`src/rtl/mem_port_arbiter.sv`:
```
// mem_port_arbiter: shares one single-ported memory between the instruction-fetch
// port and the data port. The data port wins ties. Each access runs over a
// variable-latency req/ack bus, and a wait counter turns a missing ack into a
// sticky bus error. Stalls hold each requester until its valid pulse.
module mem_port_arbiter #(
    parameter int AW      = 32,
    parameter int DW      = 32,
    parameter int TIMEOUT = 255
) (
    input  logic          clk,
    input  logic          reset,
    // instruction fetch port (read only)
    input  logic          i_req,
    input  logic [AW-1:0] i_addr,
    output logic [DW-1:0] i_rdata,
    output logic          i_valid,
    output logic          i_stall,
    // data port
    input  logic          d_req,
    input  logic          d_we,
    input  logic [AW-1:0] d_addr,
    input  logic [DW-1:0] d_wdata,
    output logic [DW-1:0] d_rdata,
    output logic          d_valid,
    output logic          d_stall,
    // memory side
    output logic          m_req,
    output logic          m_we,
    output logic [AW-1:0] m_addr,
    output logic [DW-1:0] m_wdata,
    input  logic [DW-1:0] m_rdata,
    input  logic          m_ack,
    output logic          err
);

    typedef enum logic [1:0] {IDLE, D_ACC, I_ACC, ERR} state_t;

    // The counter runs from 0, so the last cycle without an ack is cycle TIMEOUT.
    localparam logic [7:0] WAIT_LAST = 8'(TIMEOUT - 1);

    state_t     state, state_nxt;
    logic [7:0] wait_cnt;
    logic       grant_d, grant_i, done, tmo;

    // State register. A reset abandons any outstanding access.
    always_ff @(posedge clk) begin
        if (!reset) state <= IDLE;
        else        state <= state_nxt;
    end

    // Arbitration and access sequencing. An ack in the final wait cycle beats the timeout.
    always_comb begin
        state_nxt = state;
        grant_d   = 1'b0;
        grant_i   = 1'b0;
        done      = 1'b0;
        tmo       = 1'b0;
        case (state)
            IDLE: begin
                if (d_req) begin
                    state_nxt = D_ACC;
                    grant_d   = 1'b1;
                end else if (i_req) begin
                    state_nxt = I_ACC;
                    grant_i   = 1'b1;
                end
            end
            D_ACC, I_ACC: begin
                if (m_ack) begin
                    state_nxt = IDLE;
                    done      = 1'b1;
                end else if (wait_cnt == WAIT_LAST) begin
                    state_nxt = ERR;
                    tmo       = 1'b1;
                end
            end
            ERR:     state_nxt = ERR;
            default: state_nxt = IDLE;
        endcase
    end

    // Memory bus, return data, valid pulses, wait counter and error flag.
    always_ff @(posedge clk) begin
        if (!reset) begin
            m_req    <= 1'b0;
            m_we     <= 1'b0;
            m_addr   <= '0;
            m_wdata  <= '0;
            i_rdata  <= '0;
            d_rdata  <= '0;
            i_valid  <= 1'b0;
            d_valid  <= 1'b0;
            err      <= 1'b0;
            wait_cnt <= '0;
        end else begin
            i_valid <= 1'b0;
            d_valid <= 1'b0;
            if (grant_d) begin
                m_req    <= 1'b1;
                m_we     <= d_we;
                m_addr   <= d_addr;
                m_wdata  <= d_wdata;
                wait_cnt <= '0;
            end else if (grant_i) begin
                // A fetch never drives write data onto the bus.
                m_req    <= 1'b1;
                m_we     <= 1'b0;
                m_addr   <= i_addr;
                m_wdata  <= '0;
                wait_cnt <= '0;
            end else if (done) begin
                m_req <= 1'b0;
                if (state == D_ACC) begin
                    d_valid <= 1'b1;
                    // A store leaves the last load result in place.
                    if (!m_we) d_rdata <= m_rdata;
                end else begin
                    i_valid <= 1'b1;
                    i_rdata <= m_rdata;
                end
            end else if (tmo) begin
                m_req <= 1'b0;
                err   <= 1'b1;
            end else if (m_req) begin
                wait_cnt <= wait_cnt + 8'd1;
            end
        end
    end

    // A port stalls while its request is pending, and both ports stall once the bus has failed.
    assign i_stall = err | (i_req & ~i_valid);
    assign d_stall = err | (d_req & ~d_valid);

endmodule
```
`config.mk`:
```
export PLATFORM = sky130hd
export DESIGN_NAME = mem_port_arbiter
export DESIGN_NICKNAME = d
export VERILOG_FILES = /design/src/rtl/mem_port_arbiter.sv
export SDC_FILE = /design/constraint.sdc
export NUM_CORES = 1
export LEC_CHECK = 0
export BUFFER_PORTS_ARGS = -buffer_cell sky130_fd_sc_hd__buf_4
export CORE_MARGIN = 2
export CORE_UTILIZATION = 45
export DETAILED_ROUTE_END_ITERATION = 16
export PLACE_DENSITY_LB_ADDON = 0.15
export SYNTH_ARGS = -nofsm -noshare
export SYNTH_HDL_FRONTEND = slang
export SYNTH_SLANG_ARGS = --single-unit
```
`constraint.sdc`:
```
create_clock -name clk -period 3 [get_ports clk]
set_input_delay 0.15 -clock clk [delete_from_list [all_inputs] [get_ports clk]]
set_output_delay 0.15 -clock clk [all_outputs]
set_load 0.005 [all_outputs]
```
# --- After elaboration in Yosys (flattened, before gate mapping) ---
# Cells that the tools add are included.
op_classes:
  n_addsub: 1
  reduce_logical: 11
  mux: 27
  n_bitwise: 13
  n_eq_ne: 6
op_table:
  columns: ["cell", "n"]
  rows:
  - ["$mux W32", 4]
  - ["$mux W1", 18]
  - ["$not A1 Y1", 9]
  - ["$add A8 B1 Y8 const B", 1]
  - ["$eq A8 B8 Y1 const B", 1]
  - ["$mux W2", 4]
  - ["$reduce_and A4 Y1", 2]
  - ["$ne A3 B3 Y1 const B", 2]
  - ["$pmux W2 S3", 1]
  - ["$reduce_and A5 Y1", 1]
  - ["$eq A2 B2 Y1 const B", 2]
  - ["$reduce_bool A4 Y1", 1]
  - ["$reduce_or A4 Y1", 1]
  - ["$reduce_and A3 Y1", 1]
  - ["$reduce_or A3 Y1", 1]
  - ["$and A1 B1 Y1", 2]
  - ["$eq A2 B1 Y1 const B", 1]
  - ["$logic_not A2 Y1", 1]
  - ["$or A1 B1 Y1", 2]
  - ["$reduce_and A2 Y1", 1]
  - ["$reduce_bool A2 Y1", 1]
  - ["$reduce_or A2 Y1", 1]
word_totals:
  regBits: 143
  elab_cells: 69
  inputBits: 134
  output_inout_bits: 135

# --- Depth between registers and ports, before layout ---
# Gate-level depths: netlist (run 1).
logic_depth:
  word_depth: 8
  depth_mapped: 9
  depth_no_buf: 6

# --- Least setup slack after synthesis (run 1) ---
# OpenSTA, ideal clock, no wires.
synth_path:
  path_type: "register to register"
  startpoint: "register state[0]"
  endpoint: "register d_rdata[20]"
  t_required_ps: 2884
  setup_time_ps: 116
  path_slack_ps: 1067
  t_arrival_ps: 1817
  path_buffers: 3
  path_stages_with_launch: 10
  synth_period_minus_slack_ps: 1933
  path_cell_list: "dfxtp_1 -> inv_1 -> ha_1 -> buf_2 -> o21a_4 -> or4b_1 -> buf_4 -> buf_6 -> nand3_1 -> o21ai_2"
synth_between:
  elab_chain_cells: 4
  word_cells_on_any_way: 10
  cone_classes: "eq/ne (2); mux (3); bitwise (2); reduce/logical (3)"
synth_lines:
  columns: ["element", "line", "rtl"]
  rows:
  - ["start, declared", "41", "state_t state, state_nxt;"]
  - ["start signal, assigned", "48", "else state <= state_nxt;"]
  - ["$eq A2 B1 Y1 (tied with other cells)", "58, 113", null]
  - ["$reduce_or A2 Y1 / $mux W1 (equally long branches)", "58", "case (state)"]
  - ["$mux W1 / $not A1 Y1 (equally long branches)", null, null]
  - ["$reduce_and A5 Y1 (no source line) (*)", null, null]
  - ["end signal, assigned", "116", "if (!m_we) d_rdata <= m_rdata;"]
  - ["end, declared", "23", "output logic [DW-1:0] d_rdata,"]
# Every way passes the cells marked *; elsewhere a longest branch is shown, timed or not.
# A chain may end at the register's enable or synchronous reset.

# --- Final worst setup path (run 1) ---
layout_path:
  startpoint: "register state[0]"
  endpoint: "register i_rdata[7]"
layout_between:
  elab_chain_cells: 4
  word_cells_on_any_way: 11
  cone_classes: "eq/ne (2); mux (3); bitwise (3); reduce/logical (3)"
layout_lines:
  columns: ["element", "line", "rtl"]
  rows:
  - ["$eq A2 B1 Y1 (tied with other cells)", "58, 113", null]
  - ["$reduce_or A2 Y1 / $mux W1 (equally long branches)", "58", null]
  - ["$mux W1 / $not A1 Y1 (equally long branches)", null, null]
  - ["$reduce_and A4 Y1 (no source line) (*)", null, null]
  - ["end signal, assigned", "119", "i_rdata <= m_rdata;"]
  - ["end, declared", "15", "output logic [DW-1:0] i_rdata,"]
# Marks and branches as above.

==> impl_metrics.ini, run 1 <==
[status]
status = finished, final reports clean

[worst_setup_path]
crit_arrival_ps = 2740
required_ps = 3330
r2r_end = i_rdata[7]
worst-r2r-setup-slack_ps = 600
critPathMaxFanout = 32
r2r_cells = 6
r2r_start = state[0]
start_kind = register
worst-setup-path-type = register to register
cp-end-kind = register

[clock_network]
cts_tree = yes
root_buffer = clkbuf_16
cts_resized = 0
clock_latency_ps = 410
cts.sinks = 143
cts_buffers = 17
htree_num_levels = 4
hold_buffers = 60
clkSlewWorstSetupHoldPaths_ps = 60
postCtsSetupBuffers = 0
clk_path_buf_depth = 2

[sta]
setup_slack_ps = 595.5
slew_headroom_pct = 17.57
tns_ps = 0
worst_slew_pin_slew_ps = 1236
drv_slew = 0
rsz0062_at_grt = no
period_share_pct = 80.15
setup_viol = 0
max_freq_mhz = 415.9
skew_ps = 6.184
hold_violations = 0
post-route-min-period_ps = 2404

[detailed_routing]
routedWlPerCell_um = 15.00
drtIter0Drc = 291
detail-route-antenna-nets = 0
drcViolationCount = 0
wirelength_um = 16720
firstDrtPassIters = 4
vias = 5708
via_per_inst = 5.119

[placed_design]
place.gp.congestion = 0.8045
placed_cells = 1023
port_buffers = 268
hpwl_um = 11090
place_ws_ps = 564.5
placed_cell_area_um2 = 7801

[yosys]
synth_edf_count = 0
ys_seq_elements = 143
syn_area_um2 = 5773
yosysTopAreaCell = dfxtp_1
synth_nets = 771
synth_cell_types = 39
synth_warnings = 0
syn_inst = 631
yosysSeqAreaShare_pct = 49.59
synthTopCellsByArea = dfxtp_1 (50%), nand2_1 (9.0%), nand3_1 (8.0%)
ys.flop_type = dfxtp_1
ys_async_sr_fraction_pct = 0
synth_top_area_share_pct = 49.59
syn_avg_cell_area_um2 = 9.149

[global_routing]
grt_pass1_vias = 5316
grt_use_total_pct = 23.53
grt_max_degree = 67
antenna_found_initial = 0
overflow = 0
grt_pass1_wl_um = 25280

[power_and_ir_drop]
power.density_nw_per_um2 = 729.7
p_leak_nw = 4.278
vdd_drop_max_mv = 0.4524

[final_layout]
final_cells = 1115
drive_gt1_share_pct = 36.80
fin_nets = 1070
mostFrequentLayoutCell = buf_4
diodes = 0
design_area_um2 = 8987
syn2layout_area_growth_pct = 55.68
final_cell_mix = buf_4 (275), dfxtp_1 (143), nand2_1 (139)

[flow_run]
cap_viol_max_count = 0

[floorplan]
ios = 269
core_area_um2 = 12570
die_area_um2 = 13750
start_util_pct = 45.93
rows = 41
die-height_um = 117.3
die_w_um = 117.3

[min_path]
worstHoldStart = m_rdata[3]
worstHoldPathType = input port to register
hold_depth = 3
min_to = d_rdata[3]
[cell type report]
cell class,instances,area [um^2]
flip-flops and latches,143,2863
well taps,172,215.2
clock buffers,29,540.5
fillers,974,3581
repair buffers,335,2665
multi-input cells,425,2629
inverters,8,30.03
clock inverters,3,45.04
[sequential cells by signal (all words and copies together), names as in the netlist, 2 cells and up]
name	cells
d_rdata	32
i_rdata	32
wait_cnt	8
m_wdata	32
state	2
m_addr	32
[cells in the mapped netlist (3+ instances only)]
master and count:
nor3_1 5, dfxtp_1 143, o21a_1 3, buf_1 10
buf_2 5, nand3_2 8, a22o_1 33, o21ai_2 32
clkbuf_1 33, ha_1 6, nand2_1 139, a21boi_1 7
buf_6 6, and2_1 3, o21ai_0 8, or3_1 4
o211a_1 33, inv_1 8, nand3_1 92, a21boi_0 25
a21oi_1 4
[cell families after synthesis]
logic type / after synthesis / synth area share [%]
AOI/OAI and AO/OA: 154 / 22.65
adders and majority gates: 6 / 1.300
buffers and inverters: 63 / 5.050
muxes: 2 / 0.3468
DFF: 143 / 49.59
and+or+nand+nor: 263 / 21.07
[report_power, final]
part / internal [mW] / leakage [nW] / total, mW / switching (mW)
sequential: 2.25 / 1.17 / 2.45 / 0.201
clock: 1.30 / 0.280 / 2.04 / 0.744
combinational: 0.998 / 2.83 / 2.07 / 1.07
total: 4.54 / 4.28 / 6.56 / 2.01
[routing by layer]
| metal | global-route usage (%) | vias to the layer above | part of all wire, % |
|---|---|---|---|
| li1 | - | 2823 | - |
| met1 | 26.83 | 2630 | 40 |
| met2 | 40.80 | 206 | 50 |
| met3 | 5.407 | 49 | 5.9 |
| met4 | 12.71 | 0 | 3.6 |
| met5 | 0 | - | 0 |
[metrics by stage]
step / util (%) / hold slack, ps / total power, mW
finish: 71.51 / 13.27 / 6.558
global route: 71.51 / 5.880 / 6.928
CTS: 71.51 / 0.2485 / 6.596
detailed placement: 62.07 / 364.4 / 4.488
global placement: 62.07 / 360.6 / 4.418
floorplan: - / 275.5 / 3.587
[worst max-delay path, cell delays in order (launching register included)]
cell and delay (ps):
dfxtp_1 380, inv_1 80, ha_1 330, nand2_1 200
or3_1 980, nand2_1 130, a21boi_0 210
[worst max-delay path by stage]
stage / slack [ps] / from / end / depth (start not counted)
after global placement: 730 / state[0] / i_rdata[14] / 6
after detailed placement: 560 / state[0] / i_rdata[7] / 6
after floorplan: 1070 / state[0] / d_rdata[20] / 9
after global routing: 320 / state[0] / i_rdata[5] / 6
after CTS: 550 / state[0] / i_rdata[7] / 6
final: 600 / state[0] / i_rdata[7] / 6
(Power assumes the default switching activity.)
==> run 2: changes to the inputs <==
clock period = 2.4 ns   (was 3 ns; I/O delays follow)
==> impl_metrics.ini, run 2 (synthesized netlist as in run 1, its figures left out) <==
[status]
status = finished, final reports clean

[sta]
period_share_pct = 87.05
drv_slew = 0
post-route-min-period_ps = 2089
hold_violations = 0
holdWs_ps = 49.64
skew_ps = 5.318
max_freq_mhz = 478.7
setup_viol = 0
slew_headroom_pct = 57.85
rsz0062_at_grt = no
worst_slew_pin_slew_ps = 632.2
tns_ps = 0

[clock_network]
cts_tree = yes
htree_num_levels = 4
cts.sinks = 143
root_buffer = clkbuf_16
clkSlewWorstSetupHoldPaths_ps = 60
clock_latency_ps = 420
clk_path_buf_depth = 2
cts_buffers = 17
postCtsSetupBuffers = 0

[power_and_ir_drop]
p_clk_share_pct = 31.5
swShare_pct = 31.10
power_switching_mw = 2.581
seqPwrFrac_pct = 36.9
combinationalPowerShare_pct = 31.6
p_leak_nw = 4.332
power.density_nw_per_um2 = 912.6
vdd_drop_max_mv = 0.6247
intPower_mw = 5.719

[floorplan]
die_area_um2 = 13750
core_area_um2 = 12570
rows = 41
ios = 269
die-height_um = 117.3
start_util_pct = 45.93
die_w_um = 117.3

[min_path]
hold_depth = 4
worstHoldPathType = input port to register

[worst_setup_path]
worst-setup-path-type = register to register
required_ps = 2700
crit_arrival_ps = 2390
start_kind = register
r2r_cells = 7
critPathMaxFanout = 64
cp-end-kind = register

[global_routing]
grt_pass1_vias = 5291
antenna_found_initial = 0
overflow = 0
grt_use_total_pct = 23.99
grt_pass1_wl_um = 25730
grt_max_degree = 94

[detailed_routing]
via_per_inst = 5.081
firstDrtPassIters = 6
drtIter0Drc = 353
vias = 5706
detail-route-antenna-nets = 0
routedWlPerCell_um = 15.14
drcViolationCount = 0
wirelength_um = 17000

[final_layout]
diodes = 0
mostFrequentLayoutCell = buf_4
drive_gt1_share_pct = 37.12
syn2layout_area_growth_pct = 57.54
fin_nets = 1078
final_cells = 1123
final_cell_mix = buf_4 (276), dfxtp_1 (143), nand2_1 (139)

[placed_design]
hpwl_um = 11140
placed_cells = 1026
place.gp.congestion = 0.8217
port_buffers = 268

[flow_run]
cap_viol_max_count = 0
run 2: cell count changes in the layout (fill, tap and decap cells not counted), moves of 2 or more:
cell           before  now
buf_12              0    2
clkinv_4            0    2
clkbuf_8            7    4
clkinv_2            0    3
dlygate4sd3_1      60   65
clkbuf_1            5    2
run 2: worst paths after layout:
| path | to | start | slack [ps] |
|---|---|---|---|
| worst max-delay path | d_rdata[8] | state[0] | 310 |
| worst min-delay path | m_addr[14] | i_addr[14] | 50 |
| worst max register to register | d_rdata[8] | state[0] | 310 |
| worst min register to register | i_rdata[28] | i_rdata[28] | 460 |
run 2: metrics by stage:
step	utilization [%]	total power [mW]	area (um^2)	setup WS, ps
floorplan	-	4.484	5773	467.2
global placement	62.45	5.537	7849	411.6
detailed placement	62.45	5.632	7849	343.4
CTS	72.36	8.342	9095	312.5
global route	72.36	8.761	9095	175.3
finish	72.36	8.300	9095	310.9
run 2: timing repair:
| action | 4_1_cts | 5_1_grt |
|---|---|---|
| hold endpoints to repair | 97 | 0 |
| gates resized for setup | 0 | 0 |
| hold buffers | 65 | 0 |
run 2: layer usage:
| layer | share of wire (%) | global-route usage (%) | routed length (um) | vias to the layer above |
|---|---|---|---|---|
| li1 | - | - | - | 2845 |
| met3 | 6.5 | 6.952 | 1105 | 35 |
| met5 | 0 | 0 | 0 | - |
| met1 | 40 | 27.79 | 6754 | 2642 |
| met2 | 51 | 41.76 | 8713 | 184 |
| met4 | 2.5 | 9.412 | 429 | 0 |
run 2: final cells by class:
| class | instances | area [um^2] |
|---|---|---|
| Sequential cell | 143 | 2863 |
| Inverter | 8 | 30.03 |
| Timing Repair Buffer | 343 | 2763 |
| Clock inverter | 9 | 107.6 |
| Clock buffer | 23 | 488.0 |
| Multi-Input combinational cell | 425 | 2629 |
| Tap cell | 172 | 215.2 |
| Fill cell | 935 | 3473 |
run 2: power groups by stage:
stage	Combinational [mW]	Clock, mW	Sequential, mW
after floorplan	1.37	0	3.11
after global placement	2.45	0	3.08
after detailed placement	2.52	0	3.11
after CTS	2.62	2.66	3.06
after global routing	2.88	2.77	3.11
final	2.62	2.62	3.07
run 2: worst max-delay path, stage by stage, from the launching register on:
cell	delay, ps
dfxtp_1	380
inv_1	80
ha_1	340
nand2_1	170
or4b_4	530
buf_12	240
nand3_1	150
o21ai_2	70
==> run 3: changes to the inputs <==
--- a/config.mk
+++ b/config.mk
@@ -9,5 +9,7 @@
 export CORE_MARGIN = 2
 export CORE_UTILIZATION = 45
+export CTS_BUF_LIST = sky130_fd_sc_hd__clkbuf_16
 export DETAILED_ROUTE_END_ITERATION = 16
+export HOLD_SLACK_MARGIN = 0.08
 export PLACE_DENSITY_LB_ADDON = 0.15
 export SYNTH_ARGS = -nofsm -noshare
==> constraint.sdc (replaced) <==
create_clock -name clk -period 2.4 [get_ports clk]
set_input_delay 0.12 -clock clk [delete_from_list [all_inputs] [get_ports clk]]
set_output_delay 0.12 -clock clk [all_outputs]
set_load 0.05 [all_outputs]
==> impl_metrics.ini, run 3 (synthesized netlist as in run 1, its figures left out) <==
[status]
status = finished, final reports clean

[sta]
rsz0062_at_grt = no
hold_violations = 0
drv_slew = 0
slew_headroom_pct = 67.19
holdWs_ps = 93.41
period_share_pct = 94.18
skew_ps = 6.872
post-route-min-period_ps = 2260
setup_viol = 0
worst_slew_pin_slew_ps = 492.1
max_freq_mhz = 442.4
tns_ps = 0
setup_slack_ps = 139.6

[clock_network]
cts_buffers = 17
clkSlewWorstSetupHoldPaths_ps = 60
clk_path_buf_depth = 2
clock_latency_ps = 420
cts_tree = yes
root_buffer = clkbuf_16
htree_num_levels = 4
postCtsSetupBuffers = 0
cts.sinks = 143

[final_layout]
final_cell_mix = buf_4 (273), dfxtp_1 (143), nand2_1 (139)
mostFrequentLayoutCell = buf_4
final_core_util_pct = 75.40
diodes = 0
n_fill_cell = 884
syn2layout_area_growth_pct = 64.15
regArea_um2 = 2863
design_area_um2 = 9477
multiInputGateArea_um2 = 2629
fin_nets = 1119
drive_gt1_share_pct = 35.18

[placed_design]
placed_cell_area_um2 = 7849
port_buffers = 268
place.gp.congestion = 0.8217
hpwl_um = 11140
place_ws_ps = 343.4

[detailed_routing]
firstDrtPassIters = 5
drcViolationCount = 0
detail-route-antenna-nets = 0
via_per_inst = 5.189
wirelength_um = 18090
vias = 6040
routedWlPerCell_um = 15.54
drtIter0Drc = 424

[global_routing]
antenna_found_initial = 0
grt_max_degree = 94
grt_pass1_wl_um = 27050
overflow = 0
grt_use_total_pct = 25.21
grt_pass1_vias = 5679

[power_and_ir_drop]
power.density_nw_per_um2 = 1029
vdd_drop_max_mv = 0.6878
p_leak_nw = 4.482

[floorplan]
core_area_um2 = 12570
start_util_pct = 45.93
rows = 41
die-height_um = 117.3
die_area_um2 = 13750
ios = 269
die_w_um = 117.3

[worst_setup_path]
required_ps = 2710
cp_slowest_stage_delay_ps = 590
cp_top_family = buffers and inverters
cp-end-kind = register
crit_arrival_ps = 2570
startpoint = state[1]
worst-setup-path-type = register to register
start_kind = register
r2r_start = state[1]
critPathMaxFanout = 36
crit_chain = inv_1 > ha_1 > buf_6 > nand2_1 > buf_6 > nand2_1 > nand3_1 > dlygate4sd3_1 > o211a_1
cp_num_buf_inv = 4
critPathSlowestCell = dlygate4sd3_1

[flow_run]
cap_viol_max_count = 0

[min_path]
worstHoldPathType = input port to register
worstHoldStart = d_addr[1]
## run 3: power breakdown
part | internal [mW] | switching [mW] | total (mW)
Sequential | 2.81 | 0.256 | 3.07
Clock | 1.50 | 0.978 | 2.48
Combinational | 1.44 | 2.77 | 4.21
## run 3: path summary, 6_finish.rpt
check / end / slack [ps] / depth (start not counted)
setup / recovery: m_addr[7] / 140 / 9
hold / removal: m_addr[1] / 90 / 4
setup reg to reg: m_addr[7] / 140 / 9
hold reg to reg: i_rdata[23] / 460 / 2
## run 3: routing by layer
layer	routed length (um)	global-route usage, %	up-vias
li1	-	-	2924
met1	6994	28.28	2822
met2	9356	44.83	234
met3	1109	6.076	60
met4	629	12.08	0
met5	0	0	-
## run 3: through the flow
| stage | power (mW) | instances |
|---|---|---|
| floorplan | 5.846 | 631 |
| CTS | 9.725 | 1164 |
| global placement | 6.938 | 1026 |
| finish | 9.751 | 1164 |
| detailed placement | 7.034 | 1026 |
| global route | 10.20 | 1164 |
## run 3: repair_timing
action / CTS / global route
endpoints found under the setup margin: 0 / 8
hold endpoints to repair: 130 / 0
gates resized for setup: 0 / 3
hold buffers: 106 / 0
## run 3: cell type report
type	instances	share of cell area [%]
Timing Repair Buffer	384	33.60
Sequential cell	143	30.21
Multi-Input combinational cell	425	27.74
Clock buffer	17	4.489
Tap cell	172	2.271
Clock inverter	15	1.373
Inverter	8	0.3169
## run 3: worst min-delay path: cells and delay by family
kind	cells	cell delay (ps)
AO/OA/AOI/OAI	1	140
buffers and inverters	1	80
AND/OR/NAND/NOR	2	140
